`src/rtl/axi2ddr_rd_guard.sv`:
```
// AXI4 read-channel guard: forwards legal INCR bursts inside the address window to DDR.
// Every other burst is completed locally with poison data and an error response, and is counted.
module axi2ddr_rd_guard #(
  parameter int                     AXI_DATA_WD = 128,
  parameter int                     AXI_ADDR_WD = 64,
  parameter int                     AXI_ID_WD   = 4,
  parameter int                     AXI_USER_WD = 1,
  parameter logic [8:0]             LEN_MASK    = 9'h1FC,
  parameter logic [AXI_ADDR_WD-1:0] ADDR_BASE   = '0,
  parameter logic [AXI_ADDR_WD-1:0] ADDR_SIZE   = AXI_ADDR_WD'(64'h4000_0000),
  parameter logic [15:0]            ERR_WORD    = 16'hDEAD,
  parameter logic [1:0]             ERR_RESP    = 2'b10,
  parameter int                     DGBCNT_WD   = 32
) (
  input  logic                   axi_clk,
  input  logic                   axi_rst,
  input  logic                   cfg_rst,
  input  logic [AXI_ADDR_WD-1:0] s_axi_araddr,
  input  logic [1:0]             s_axi_arburst,
  input  logic [3:0]             s_axi_arcache,
  input  logic [AXI_ID_WD-1:0]   s_axi_arid,
  input  logic [7:0]             s_axi_arlen,
  input  logic                   s_axi_arlock,
  input  logic [2:0]             s_axi_arprot,
  input  logic [3:0]             s_axi_arqos,
  input  logic [2:0]             s_axi_arsize,
  input  logic [AXI_USER_WD-1:0] s_axi_aruser,
  input  logic                   s_axi_arvalid,
  output logic                   s_axi_arready,
  output logic [AXI_DATA_WD-1:0] s_axi_rdata,
  output logic                   s_axi_rvalid,
  input  logic                   s_axi_rready,
  output logic                   s_axi_rlast,
  output logic [1:0]             s_axi_rresp,
  output logic [AXI_ID_WD-1:0]   s_axi_rid,
  output logic [AXI_ADDR_WD-1:0] m_axi_araddr,
  output logic [1:0]             m_axi_arburst,
  output logic [3:0]             m_axi_arcache,
  output logic [AXI_ID_WD-1:0]   m_axi_arid,
  output logic [7:0]             m_axi_arlen,
  output logic                   m_axi_arlock,
  output logic [2:0]             m_axi_arprot,
  output logic [3:0]             m_axi_arqos,
  output logic [2:0]             m_axi_arsize,
  output logic [AXI_USER_WD-1:0] m_axi_aruser,
  output logic                   m_axi_arvalid,
  input  logic                   m_axi_arready,
  input  logic [AXI_DATA_WD-1:0] m_axi_rdata,
  input  logic                   m_axi_rvalid,
  output logic                   m_axi_rready,
  input  logic                   m_axi_rlast,
  input  logic [1:0]             m_axi_rresp,
  input  logic [AXI_ID_WD-1:0]   m_axi_rid,
  output logic [DGBCNT_WD-1:0]   err_len_cnt,
  output logic [DGBCNT_WD-1:0]   err_addr_cnt,
  output logic [DGBCNT_WD-1:0]   ok_rd_cnt,
  output logic [AXI_ADDR_WD-1:0] err_last_addr
);

  // state | meaning
  // IDLE  | waiting for an AR; legal ones are forwarded to DDR, illegal ones accepted locally
  // PASS  | one forwarded burst outstanding; R channel is a wire from DDR
  // ERR   | generating poison beats for a rejected burst
  typedef enum logic [1:0] {IDLE, PASS, ERR} state_t;

  localparam int EW = AXI_ADDR_WD + 9;

  state_t                 state;
  logic [7:0]             beat_cnt;
  logic [7:0]             len_q;
  logic [AXI_ID_WD-1:0]   id_q;

  logic                   len_ok;
  logic                   addr_ok;
  logic                   burst_ok;
  logic                   legal;
  logic [EW-1:0]          addr_off;
  logic [EW-1:0]          end_off;

  always_comb begin
    len_ok = 1'b0;
    for (int k = 0; k < 9; k++) begin
      if (LEN_MASK[k] && ({1'b0, s_axi_arlen} == 9'((1 << k) - 1))) len_ok = 1'b1;
    end
  end

  // Window check done as an offset from the base: a negative offset sets the top bit,
  // and the burst fits when offset plus burst bytes does not pass the window size.
  always_comb begin
    addr_off = EW'(s_axi_araddr) - EW'(ADDR_BASE);
    end_off  = addr_off + ((EW'(s_axi_arlen) + EW'(1)) << s_axi_arsize);
    addr_ok  = !addr_off[EW-1] && (end_off <= EW'(ADDR_SIZE));
    burst_ok = (s_axi_arburst == 2'b01);
    legal    = len_ok && addr_ok && burst_ok;
  end

  always_comb begin
    m_axi_araddr  = '0;
    m_axi_arburst = '0;
    m_axi_arcache = '0;
    m_axi_arid    = '0;
    m_axi_arlen   = '0;
    m_axi_arlock  = 1'b0;
    m_axi_arprot  = '0;
    m_axi_arqos   = '0;
    m_axi_arsize  = '0;
    m_axi_aruser  = '0;
    m_axi_arvalid = 1'b0;
    s_axi_arready = 1'b0;
    if (state == IDLE && s_axi_arvalid) begin
      if (legal) begin
        m_axi_araddr  = s_axi_araddr;
        m_axi_arburst = s_axi_arburst;
        m_axi_arcache = s_axi_arcache;
        m_axi_arid    = s_axi_arid;
        m_axi_arlen   = s_axi_arlen;
        m_axi_arlock  = s_axi_arlock;
        m_axi_arprot  = s_axi_arprot;
        m_axi_arqos   = s_axi_arqos;
        m_axi_arsize  = s_axi_arsize;
        m_axi_aruser  = s_axi_aruser;
        m_axi_arvalid = 1'b1;
        s_axi_arready = m_axi_arready;
      end else begin
        s_axi_arready = 1'b1;
      end
    end
  end

  always_comb begin
    s_axi_rdata  = {(AXI_DATA_WD/16){ERR_WORD}};
    s_axi_rresp  = ERR_RESP;
    s_axi_rid    = id_q;
    s_axi_rlast  = (beat_cnt == len_q);
    s_axi_rvalid = (state == ERR);
    m_axi_rready = 1'b0;
    if (state == PASS) begin
      s_axi_rdata  = m_axi_rdata;
      s_axi_rresp  = m_axi_rresp;
      s_axi_rid    = m_axi_rid;
      s_axi_rlast  = m_axi_rlast;
      s_axi_rvalid = m_axi_rvalid;
      m_axi_rready = s_axi_rready;
    end
  end

  always_ff @(posedge axi_clk or posedge axi_rst) begin
    if (axi_rst) begin
      state         <= IDLE;
      beat_cnt      <= '0;
      len_q         <= '0;
      id_q          <= '0;
      err_len_cnt   <= '0;
      err_addr_cnt  <= '0;
      ok_rd_cnt     <= '0;
      err_last_addr <= '0;
    end else begin
      case (state)
        IDLE: begin
          if (s_axi_arvalid) begin
            if (legal) begin
              if (m_axi_arready) begin
                state <= PASS;
                if (ok_rd_cnt != '1) ok_rd_cnt <= ok_rd_cnt + 1'b1;
              end
            end else begin
              state         <= ERR;
              id_q          <= s_axi_arid;
              len_q         <= s_axi_arlen;
              err_last_addr <= s_axi_araddr;
              if (!len_ok) begin
                if (err_len_cnt != '1) err_len_cnt <= err_len_cnt + 1'b1;
              end else begin
                if (err_addr_cnt != '1) err_addr_cnt <= err_addr_cnt + 1'b1;
              end
            end
          end
        end
        PASS: begin
          if (s_axi_rvalid && s_axi_rready && s_axi_rlast) state <= IDLE;
        end
        ERR: begin
          if (cfg_rst) begin
            state    <= IDLE;
            beat_cnt <= '0;
          end else if (s_axi_rready) begin
            if (beat_cnt == len_q) begin
              beat_cnt <= '0;
              state    <= IDLE;
            end else begin
              beat_cnt <= beat_cnt + 1'b1;
            end
          end
        end
        default: state <= IDLE;
      endcase
      // Placed last so a debug clear overrides any same-cycle increment or capture.
      if (cfg_rst) begin
        err_len_cnt   <= '0;
        err_addr_cnt  <= '0;
        ok_rd_cnt     <= '0;
        err_last_addr <= '0;
      end
    end
  end

endmodule

```
`config.mk`:
```
export PLATFORM = sky130hd
export DESIGN_NAME = axi2ddr_rd_guard
export DESIGN_NICKNAME = d
export VERILOG_FILES = /design/src/rtl/axi2ddr_rd_guard.sv
export SDC_FILE = /design/constraint.sdc
export NUM_CORES = 1
export LEC_CHECK = 0
export BUFFER_PORTS_ARGS = -buffer_cell sky130_fd_sc_hd__buf_2
export CORE_AREA = 4 4 241 243
export CTS_CLUSTER_SIZE = 24
export DETAILED_ROUTE_END_ITERATION = 6
export DIE_AREA = 0 0 245 247
export PLACE_DENSITY_LB_ADDON = 0.25
export RECOVER_POWER = 100
export SLEW_MARGIN = 10
export SYNTH_ARGS = -nofsm -noshare
export SYNTH_HDL_FRONTEND = slang
export SYNTH_SLANG_ARGS = --single-unit
export TNS_END_PERCENT = 20
```
`constraint.sdc`:
```
create_clock -name axi_clk -period 13.6 [get_ports axi_clk]
set_input_delay 0 -clock axi_clk [delete_from_list [all_inputs] [get_ports axi_clk]]
set_output_delay 0 -clock axi_clk [all_outputs]
set_load 0.05 [all_outputs]
```
== Yosys cells after proc, flatten, opt, wreduce, memory -nomap -nowiden ==
Index checks and enable logic that the tools add are counted.
Widths: inputs -> output; s select.

* Output and inout port bits: 393
* Input bits: 236
* Register bits after elaboration: 182
* Logic and storage cells: 130

* Bitwise operators: 1
* Shift operators: 1
* Add/sub/neg operators: 6
* Reductions and logical operators: 22
* Muxes and demuxes: 70
* Eq/ne operators: 21
* $lt $le $gt $ge: 1

{| class="wikitable"
|+ Operators with widths
! kind !! count
|-
| $mux 32 || 18
|-
| $mux 64 || 6
|-
| $mux 128 || 1
|-
| $add 32x1->32 const B || 3
|-
| $ne 32x32->1 const B || 3
|-
| $add 64x73->73 || 1
|-
| $le 73x31->1 const B || 1
|-
| $shl 9x3->73 || 1
|-
| $mux 8 || 5
|-
| $mux 4 || 7
|-
| $mux 2 || 10
|-
| $reduce_and 5->1 || 4
|-
| $mux 1 || 18
|-
| $reduce_bool 2->1 || 9
|-
| $mux 3 || 4
|-
| $add 8x1->9 const B || 1
|-
| $add 8x1->8 const B || 1
|-
| $eq 8x2->1 const B || 1
|-
| $eq 8x3->1 const B || 1
|-
| $eq 8x4->1 const B || 1
|-
| $eq 8x5->1 const B || 1
|-
| $eq 8x6->1 const B || 1
|-
| $eq 8x7->1 const B || 1
|-
| $eq 8x8->1 || 1
|-
| 13 further kinds || 22
|}

== Depth between registers and ports, before layout ==
Gate-level depths: netlist of the first run.

* Depth after elaboration: 14
* Gate-level depth with buffers: 27
* Mapped depth without buffers: 20

== Least setup slack after synthesis of the first run ==
No wires, ideal clock.

* Path type: input to output
* From: input port s_axi_arlen[2]
* To: output port m_axi_araddr[20]
* Data required time: 13.600 ns
* Path buffers: 6
* Arrival time: 5.467 ns
* Path slack: 8.133 ns
* Cell stages on the path: 23
* Cell sequence: clkbuf_1 and3_1 clkbuf_1 and3_1 clkbuf_1 nand3_1 o21ai_0 nor2b_1 ha_1 clkbuf_1 a211oi_1 or2_1 clkbuf_1 o22ai_1 or4_1 or4_1 nor4_1 and3_1 a41o_1 nand4_1 nor2_1 clkbuf_1 and2_1

* Longest elaborated chain between the ends: 12
* Elaborated cells on any way between the ends: 22
* Those cells by class: 2 x add/sub; 1 x order compare; 7 x eq/ne; 1 x shift; 9 x mux; 2 x reduce/logical

{| class="wikitable"
|+ Ends and longest elaborated chain
! element !! line !! text
|-
| start, declared || 22 || <nowiki>input logic [7:0] s_axi_arlen,</nowiki>
|-
| branches (longest 8 deep; another with $add 64x73->73) || -- ||
|-
| $logic_and 1x1->1 (*) (2 in a row) || 94 || <nowiki>legal = len_ok && addr_ok && burst_ok;</nowiki>
|-
| $mux 64 (*) || 111 || <nowiki>if (legal) begin</nowiki>
|-
| $mux 64 (*) || 110 || <nowiki>if (state == IDLE && s_axi_arvalid) begin</nowiki>
|-
| end, declared || 36 || <nowiki>output logic [AXI_ADDR_WD-1:0] m_axi_araddr,</nowiki>
|}

Mark *: on every way between the ends.

== Final worst setup path of the first run ==
* From: input port s_axi_arlen[3]
* To: register len_q[5]

* Longest elaborated chain between the ends: 12
* Elaborated cells on any way between the ends: 22
* Those cells by class: 2 x add/sub; 1 x order compare; 7 x eq/ne; 1 x shift; 7 x mux; 1 x bitwise; 3 x reduce/logical

{| class="wikitable"
|+ Ends and longest elaborated chain
! element !! line !! text
|-
| branches (longest 8 deep; another with $add 64x73->73) || -- ||
|-
| $logic_and 1x1->1 (*) (2 in a row) || 94 ||
|-
| $not 1->1 (no line) (*) || -- ||
|-
| $reduce_and 3->1 (no line) (*) || -- ||
|-
| end signal, assigned || 169 || <nowiki>len_q <= s_axi_arlen;</nowiki>
|-
| end, declared || 70 || <nowiki>logic [7:0] len_q;</nowiki>
|}

Marked as above.
A chain may end at the register's enable or synchronous reset.

==> key figures, run 1 <==
Timing
  – Setup violators final: 0
  – RSZ-0062 raised after global routing: false
  – Max Slew Vio Count: 685
  – Max-slew headroom: -295%
  – Final setup margin: ~4500 ps
  – Fin crit period: 9050 ps
  – Clock Skews: 13.7 ps
  – Period utilization: about two thirds
  – Final Hold Fails: 0
  – Highest Clock Rate: 0.110 GHz
  – Setup_tns: 0 ps
  – Slew of the pin with the lowest slew margin: 5900 ps

Power and ir drop
  – PD cells: 80.9 nW/um^2
  – Peak supply drop: 0.0000915 V
  – Leak: 7.55 nW

Clocking
  – CTS H-tree depth: 4
  – CTS tree: done
  – Reg clk slew, reported paths: 80 ps
  – CTS Sinks: 182
  – Cts hold-fix bufs: 76
  – Post_cts resized: 0
  – Cell chosen for the clock root: clkbuf_16
  – CTS max path bufs: 2
  – Number of setup buffers added after CTS: 0
  – Num CTS Buffers: 17
  – Clk_lat worst skew: 470 ps

Floorplanning
  – Core region area: 56000 sq um
  – Starting density of the core: 25.9%
  – Die H: approximately 250 um
  – Full die area: 60500 sq um
  – I/O pin cnt: 629
  – Die width: 245 um
  – # rows: 87

Worst setup path
  – Endpoint class of the critical path: register
  – Critical path class: in2reg
  – Critical-path cell list: dlygate4sd3_1, clkbuf_1, and3_1, and3_1, nand3_1, o21ai_0, o211ai_1, o21ai_0, ha_1, a21oi_1, o21ai_0, a21oi_1, o22ai_1, or4_1, nor4_1, and3_1, a41o_1, and3_2, clkbuf_1, nor2_4, buf_4, mux2_1
  – Max stage delay on crit path: roughly 2200 ps
  – Worst R2R Setup Slack: roughly 9000 ps
  – Crit-path max FO: 70
  – Req. time, crit path: 13950 ps
  – Arrival time at the worst endpoint: 9410 ps
  – Crit path max-delay cell type: clkbuf_1
  – Crit path launch type: input port
  – Reg2Reg Depth: 11

GRT
  – Largest net degree at the start of global routing: about 120
  – Grt total ovfl: 0
  – First-pass GRT wire length: about 110000 um
  – Vias in the first global route: about 16000
  – GR Util All Layers: 25.2%
  – Initial antenna violation count: 17

Yosys
  – Synth area leaders: dfrtp_1 (31%), nand2_1 (6.2%), mux2i_1 (4.8%)
  – Syn Inst Count: 1840
  – Mapped Area: approximately 14000 sq um
  – Seq/Total Area, Yosys: 31.4%
  – Async SR Flop Fraction: 100%
  – Synth cell types: 82
  – Mean Syn Cell Area: around 8 sq um
  – Synth Register Bits: 182
  – Synth warnings: 0
  – Main synth FF type: dfrtp_1
  – Synth top area share: 31.4%
  – Number of flops mapped to enable cells by yosys: 0
  – Synth area leader: dfrtp_1

Routing
  – DRT iter0 DRCs: 1521
  – Post-DR vias/cell: 5.21
  – DRC violations left: 0
  – 1st-pass router iterations: 5
  – Drt total wl: 79300 um
  – Via count: 16600
  – Antenna-violating nets left: 0
  – Per-cell routed wire length: ~25 um

Placed design
  – HPWL after DPL: 63900 um
  – DP Cell Count: a little over 3000
  – Port Buffer Count: 594
  – Gpl congestion: 1.06
  – Post-placement cell area: 17800 sq um
  – Place WS: around 6800 ps

Hold path
  – HP Class: in2reg
  – Hold-critical path depth: 3

Cells and area
  – Fillers: 6197
  – Nets: 2660
  – Share of cells above drive strength 1: 14.8%
  – Final core occ: 33.6%
  – Design area: roughly 19000 sq um
  – Multi-input logic area: 9130 sq um
  – Area grow syn2layout: 29.7%
  – Register area: 4550 sq um
  – Post-Layout Cell Count: 3182

Status
  – Run status: finished with violations
  – Failing checks: capacitance limit, slew limit

Job
  – Max-cap violations: 10
cell usage in the layout, fill, tap and decap left out, drive strengths merged, types with 50 or more instances in the layout:
cell,netlist,routed
nor2,115,115
dlygate4sd3,0,76
nand2,241,241
a21oi,89,89
nand3,68,68
buf,56,294
nand4,63,63
nor3,50,50
mux2i,69,69
nand2b,97,97
clkbuf,115,332
o21ai,87,87
and2,107,107
dfrtp,182,182
logic make-up (layout without fill, tap and decap cells):
| kind of cell | Yosys count | after routing | share of synthesized area (%) |
|---|---|---|---|
| buffers and inverters | 206 | 748 | 6.47 |
| XOR/XNOR | 52 | 52 | 3.14 |
| adder cells (fa/ha/maj) | 22 | 22 | 1.95 |
| AO/OA/AOI/OAI | 343 | 343 | 15.5 |
| flip-flops | 182 | 182 | 31.4 |
| multiplexers | 103 | 103 | 7.41 |
| AND/OR/NAND/NOR | 931 | 931 | 34.0 |
| other | 1 | 45 | 0.0259 |
through the flow:
step	total power, mW	hold slack [ps]
after floorplan	0.865	135
after global placement	0.994	244
after detailed placement	0.994	251
after CTS	1.54	4.92
after global routing	1.60	50.1
final	1.52	60.8
critical path: cells and delay by family:
| family | cells | cell delay [ps] |
|---|---|---|
| multiplexers | 1 | 450 |
| AND/OR/NAND/NOR | 8 | 2480 |
| adder cells (fa/ha/maj) | 1 | 350 |
| AO/OA/AOI/OAI | 8 | 2290 |
| buffers and inverters | 4 | 3710 |
path summary, 6_finish.rpt:
kind / to / from
min in group asynchronous: err_len_cnt[23] / axi_rst
hold / removal: err_last_addr[46] / s_axi_araddr[46]
max in group asynchronous: err_addr_cnt[1] / axi_rst
hold reg to reg: id_q[3] / id_q[3]
setup / recovery: len_q[5] / s_axi_arlen[3]
setup reg to reg: ok_rd_cnt[19] / ok_rd_cnt[11]
routing by layer:
metal	track usage (%)	vias to the layer above	part of all wire, %
met5	0	-	0.016
met1	35.5	8137	45
met4	4.61	2	1.6
li1	-	7679	-
met3	4.84	67	6.8
met2	40.8	679	46
cell type report:
cell class | count | share of cell area (%)
Multi-Input combinational cell | 1485 | 48.6
Sequential cell | 182 | 24.2
Timing Repair Buffer | 681 | 18.2
Tap cell | 756 | 5.03
Clock buffer | 21 | 2.45
Inverter | 35 | 0.712
Clock inverter | 11 | 0.672
Antenna cell | 11 | 0.146
power by group:
part	internal [mW]	total [mW]	switching [mW]
combinational	0.125	0.410	0.285
clock	0.270	0.520	0.250
sequential	0.568	0.590	0.0216
total	0.963	1.52	0.556
synthesized netlist by cell type, types with 22 or more instances:
| cell | instances |
|---|---|
| a21oi_1 | 89 |
| and2_1 | 106 |
| and3_1 | 34 |
| buf_4 | 38 |
| clkbuf_1 | 113 |
| dfrtp_1 | 182 |
| inv_1 | 34 |
| mux2_1 | 26 |
| mux2i_1 | 69 |
| nand2_1 | 241 |
| nand2b_1 | 97 |
| nand3_1 | 66 |
| nand4_1 | 62 |
| nor2_1 | 115 |
| nor3_1 | 50 |
| o21ai_0 | 68 |
| o31ai_1 | 32 |
| or3_1 | 41 |
| or4_1 | 37 |
| xnor2_1 | 22 |
| xor2_1 | 30 |
sequential cells by signal, summed over array words and instances, names as in the netlist:
register and cells:
id_q 4, len_q 8, err_last_addr 64, state 2, ok_rd_cnt 32, err_addr_cnt 32
err_len_cnt 32, beat_cnt 8
Power figures use the tool's default switching activity.
==> run 2, diff against run 1 <==
Settings changed: CORE_AREA 4 4 241 243 to 4 4 242 244, DIE_AREA 0 0 245 247 to 0 0 246 248.
Clock period 13.6 ns to 7.6 ns, I/O delays scaled along.
==> key figures, run 2 (synthesized netlist as in run 1, its figures left out) <==
Routing
  – 1st-pass router iterations: 5
  – DRT iter0 DRCs: 1280
  – Per-cell routed wire length: 24.2 um
  – Via count: 16500
  – Antenna-violating nets left: 0
  – Drt total wl: between 70000 and 80000 um
  – DRC violations left: 0
  – Post-DR vias/cell: 5.19

Status
  – Failing checks: capacitance limit, slew limit
  – Run status: finished with violations

Cells and area
  – Register area: about 4600 sq um
  – Commonest non-fill, non-tap cell in the layout: clkbuf_1
  – Max FFs per register: 64
  – Share of cells above drive strength 1: 15.6%
  – Area grow syn2layout: 30.0%
  – Nets: 2663
  – Multi-input logic area: about 9100 sq um
  – Fillers: 6197
  – Most frequent cells in the layout: clkbuf_1 (297), buf_2 (252), nand2_1 (241)
  – Largest Register: err_last_addr

Worst setup path
  – Crit path max-delay cell type: a2111oi_0
  – Endpoint class of the critical path: register
  – Worst R2R Setup Slack: roughly 3800 ps
  – Arrival time at the worst endpoint: roughly 7400 ps
  – Critical-path cell list: dlygate4sd3_1, buf_2, ha_1, and3_1, nand3_1, o21ai_0, nor2b_1, ha_1, nand4_1, nor3_1, o211ai_1, a2111oi_0, mux2_2, and2_1, nand4b_1, nor3_1, and3_2, nor2_2, buf_6, mux2i_1
  – Crit path launch type: input port
  – Req. time, crit path: roughly 8000 ps
  – Reg2Reg Depth: 10
  – Buf/Inv on CP: 3
  – Crit-path leading delay family: simple AND/OR/NAND/NOR gates
  – Reg-to-Reg Start: err_addr_cnt[2]
  – Critical R2R Capture: err_addr_cnt[0]
  – Crit-path max FO: 41
  – Max stage delay on crit path: between 800 and 900 ps
  – Critical path class: in2reg

Floorplanning
  – I/O pin cnt: 629
  – # rows: between 80 and 90
  – Starting density of the core: around 26%
  – Core region area: 56300 sq um
  – Die width: approximately 250 um
  – Full die area: roughly 61000 sq um
  – Die H: roughly 250 um

Timing
  – Minimum hold slack: 42.3 ps
  – Max Slew Vio Count: 231
  – Setup violators final: 0
  – RSZ-0062 raised after global routing: false
  – Final Hold Fails: 0
  – Slew of the pin with the lowest slew margin: 5520 ps
  – Period utilization: 92.4%
  – Highest Clock Rate: 0.142 GHz
  – Max-slew headroom: -270%
  – Clock Skews: 9.76 ps
  – Fin crit period: 7020 ps
  – Setup_tns: 0 ps

Power and ir drop
  – Leak: 7.62 nW
  – PD cells: 143 nW/um^2
  – Peak supply drop: 0.000175 V

Hold path
  – Worst hold start: s_axi_araddr[45]
  – HP Class: in2reg
  – Hold-critical path depth: 3
  – Worst hold endpoint: err_last_addr[45]

Clocking
  – CTS tree: done
  – CTS H-tree depth: 4
  – Number of setup buffers added after CTS: 0
  – Cell chosen for the clock root: clkbuf_16
  – CTS max path bufs: 2
  – CTS Sinks: 182
  – Clk_lat worst skew: 490 ps
  – Num CTS Buffers: 17
  – Reg clk slew, reported paths: 80 ps

Placed design
  – HPWL after DPL: 61500 um
  – Gpl congestion: between 0.9 and 1
  – Port Buffer Count: 594

Job
  – Max-cap violations: 3

GRT
  – Vias in the first global route: 15800
  – Largest net degree at the start of global routing: about 120
  – First-pass GRT wire length: 109000 um
  – GR Util All Layers: 24.3%
  – Grt total ovfl: 0
  – Initial antenna violation count: 18
## run 2: worst min-delay path, stage by stage
cell and delay [ps]:
buf_2 190, inv_1 190, o41ai_1 110
## run 2: worst max-delay path by stage
| stage | startpoint | to | slack [ps] | cells past startpoint |
|---|---|---|---|---|
| after floorplan | s_axi_arlen[2] | m_axi_araddr[20] | 2130 | 23 |
| after global placement | s_axi_arlen[4] | len_q[0] | 1030 | 19 |
| after detailed placement | s_axi_arlen[1] | len_q[0] | 1190 | 19 |
| after CTS | s_axi_arlen[0] | m_axi_arlen[2] | 770 | 25 |
| after global routing | s_axi_arlen[0] | m_axi_arprot[2] | 60 | 25 |
| final | s_axi_arlen[0] | err_last_addr[44] | 580 | 20 |
## run 2: layer usage
metal	wire [um]	vias up	share of wire, %	GRT usage, %
li1	-	7687	-	-
met1	32400	8039	42	31.3
met2	37300	704	48	41.3
met3	5760	82	7.5	5.66
met4	1610	2	2.1	6.14
met5	13	-	0.017	0
## run 2: metrics by stage
stage	instances	setup slack [ps]	cell area [sq um]	util, %	power, mW
finish	3181	579	18800	33.5	2.69
global route	3178	62.9	18800	33.5	2.82
CTS	3174	768	19200	34.1	2.73
detailed placement	3064	1190	17900	31.7	1.78
global placement	3064	1030	17900	31.7	1.78
floorplan	1873	2130	14600	-	1.55
## run 2: power breakdown
part	switching (mW)	internal, mW
logic	0.508	0.224
clock network	0.469	0.434
registers	0.0373	1.02
total	1.01	1.67
## run 2: area by class of cell
class                      count  share of cell area [%]
antenna                        7                  0.0930
clock buffer                  18                    2.28
clock inverter                14                   0.737
inverter                      35                   0.717
multi-input combinational   1485                    48.5
sequential                   182                    24.2
tap                          756                    5.02
timing repair buffer         684                    18.4
## run 2: what timing repair did
item,in CTS,in global routing
hold buffers,78,0
hold endpoints to repair,189,0
gates resized for setup,0,0
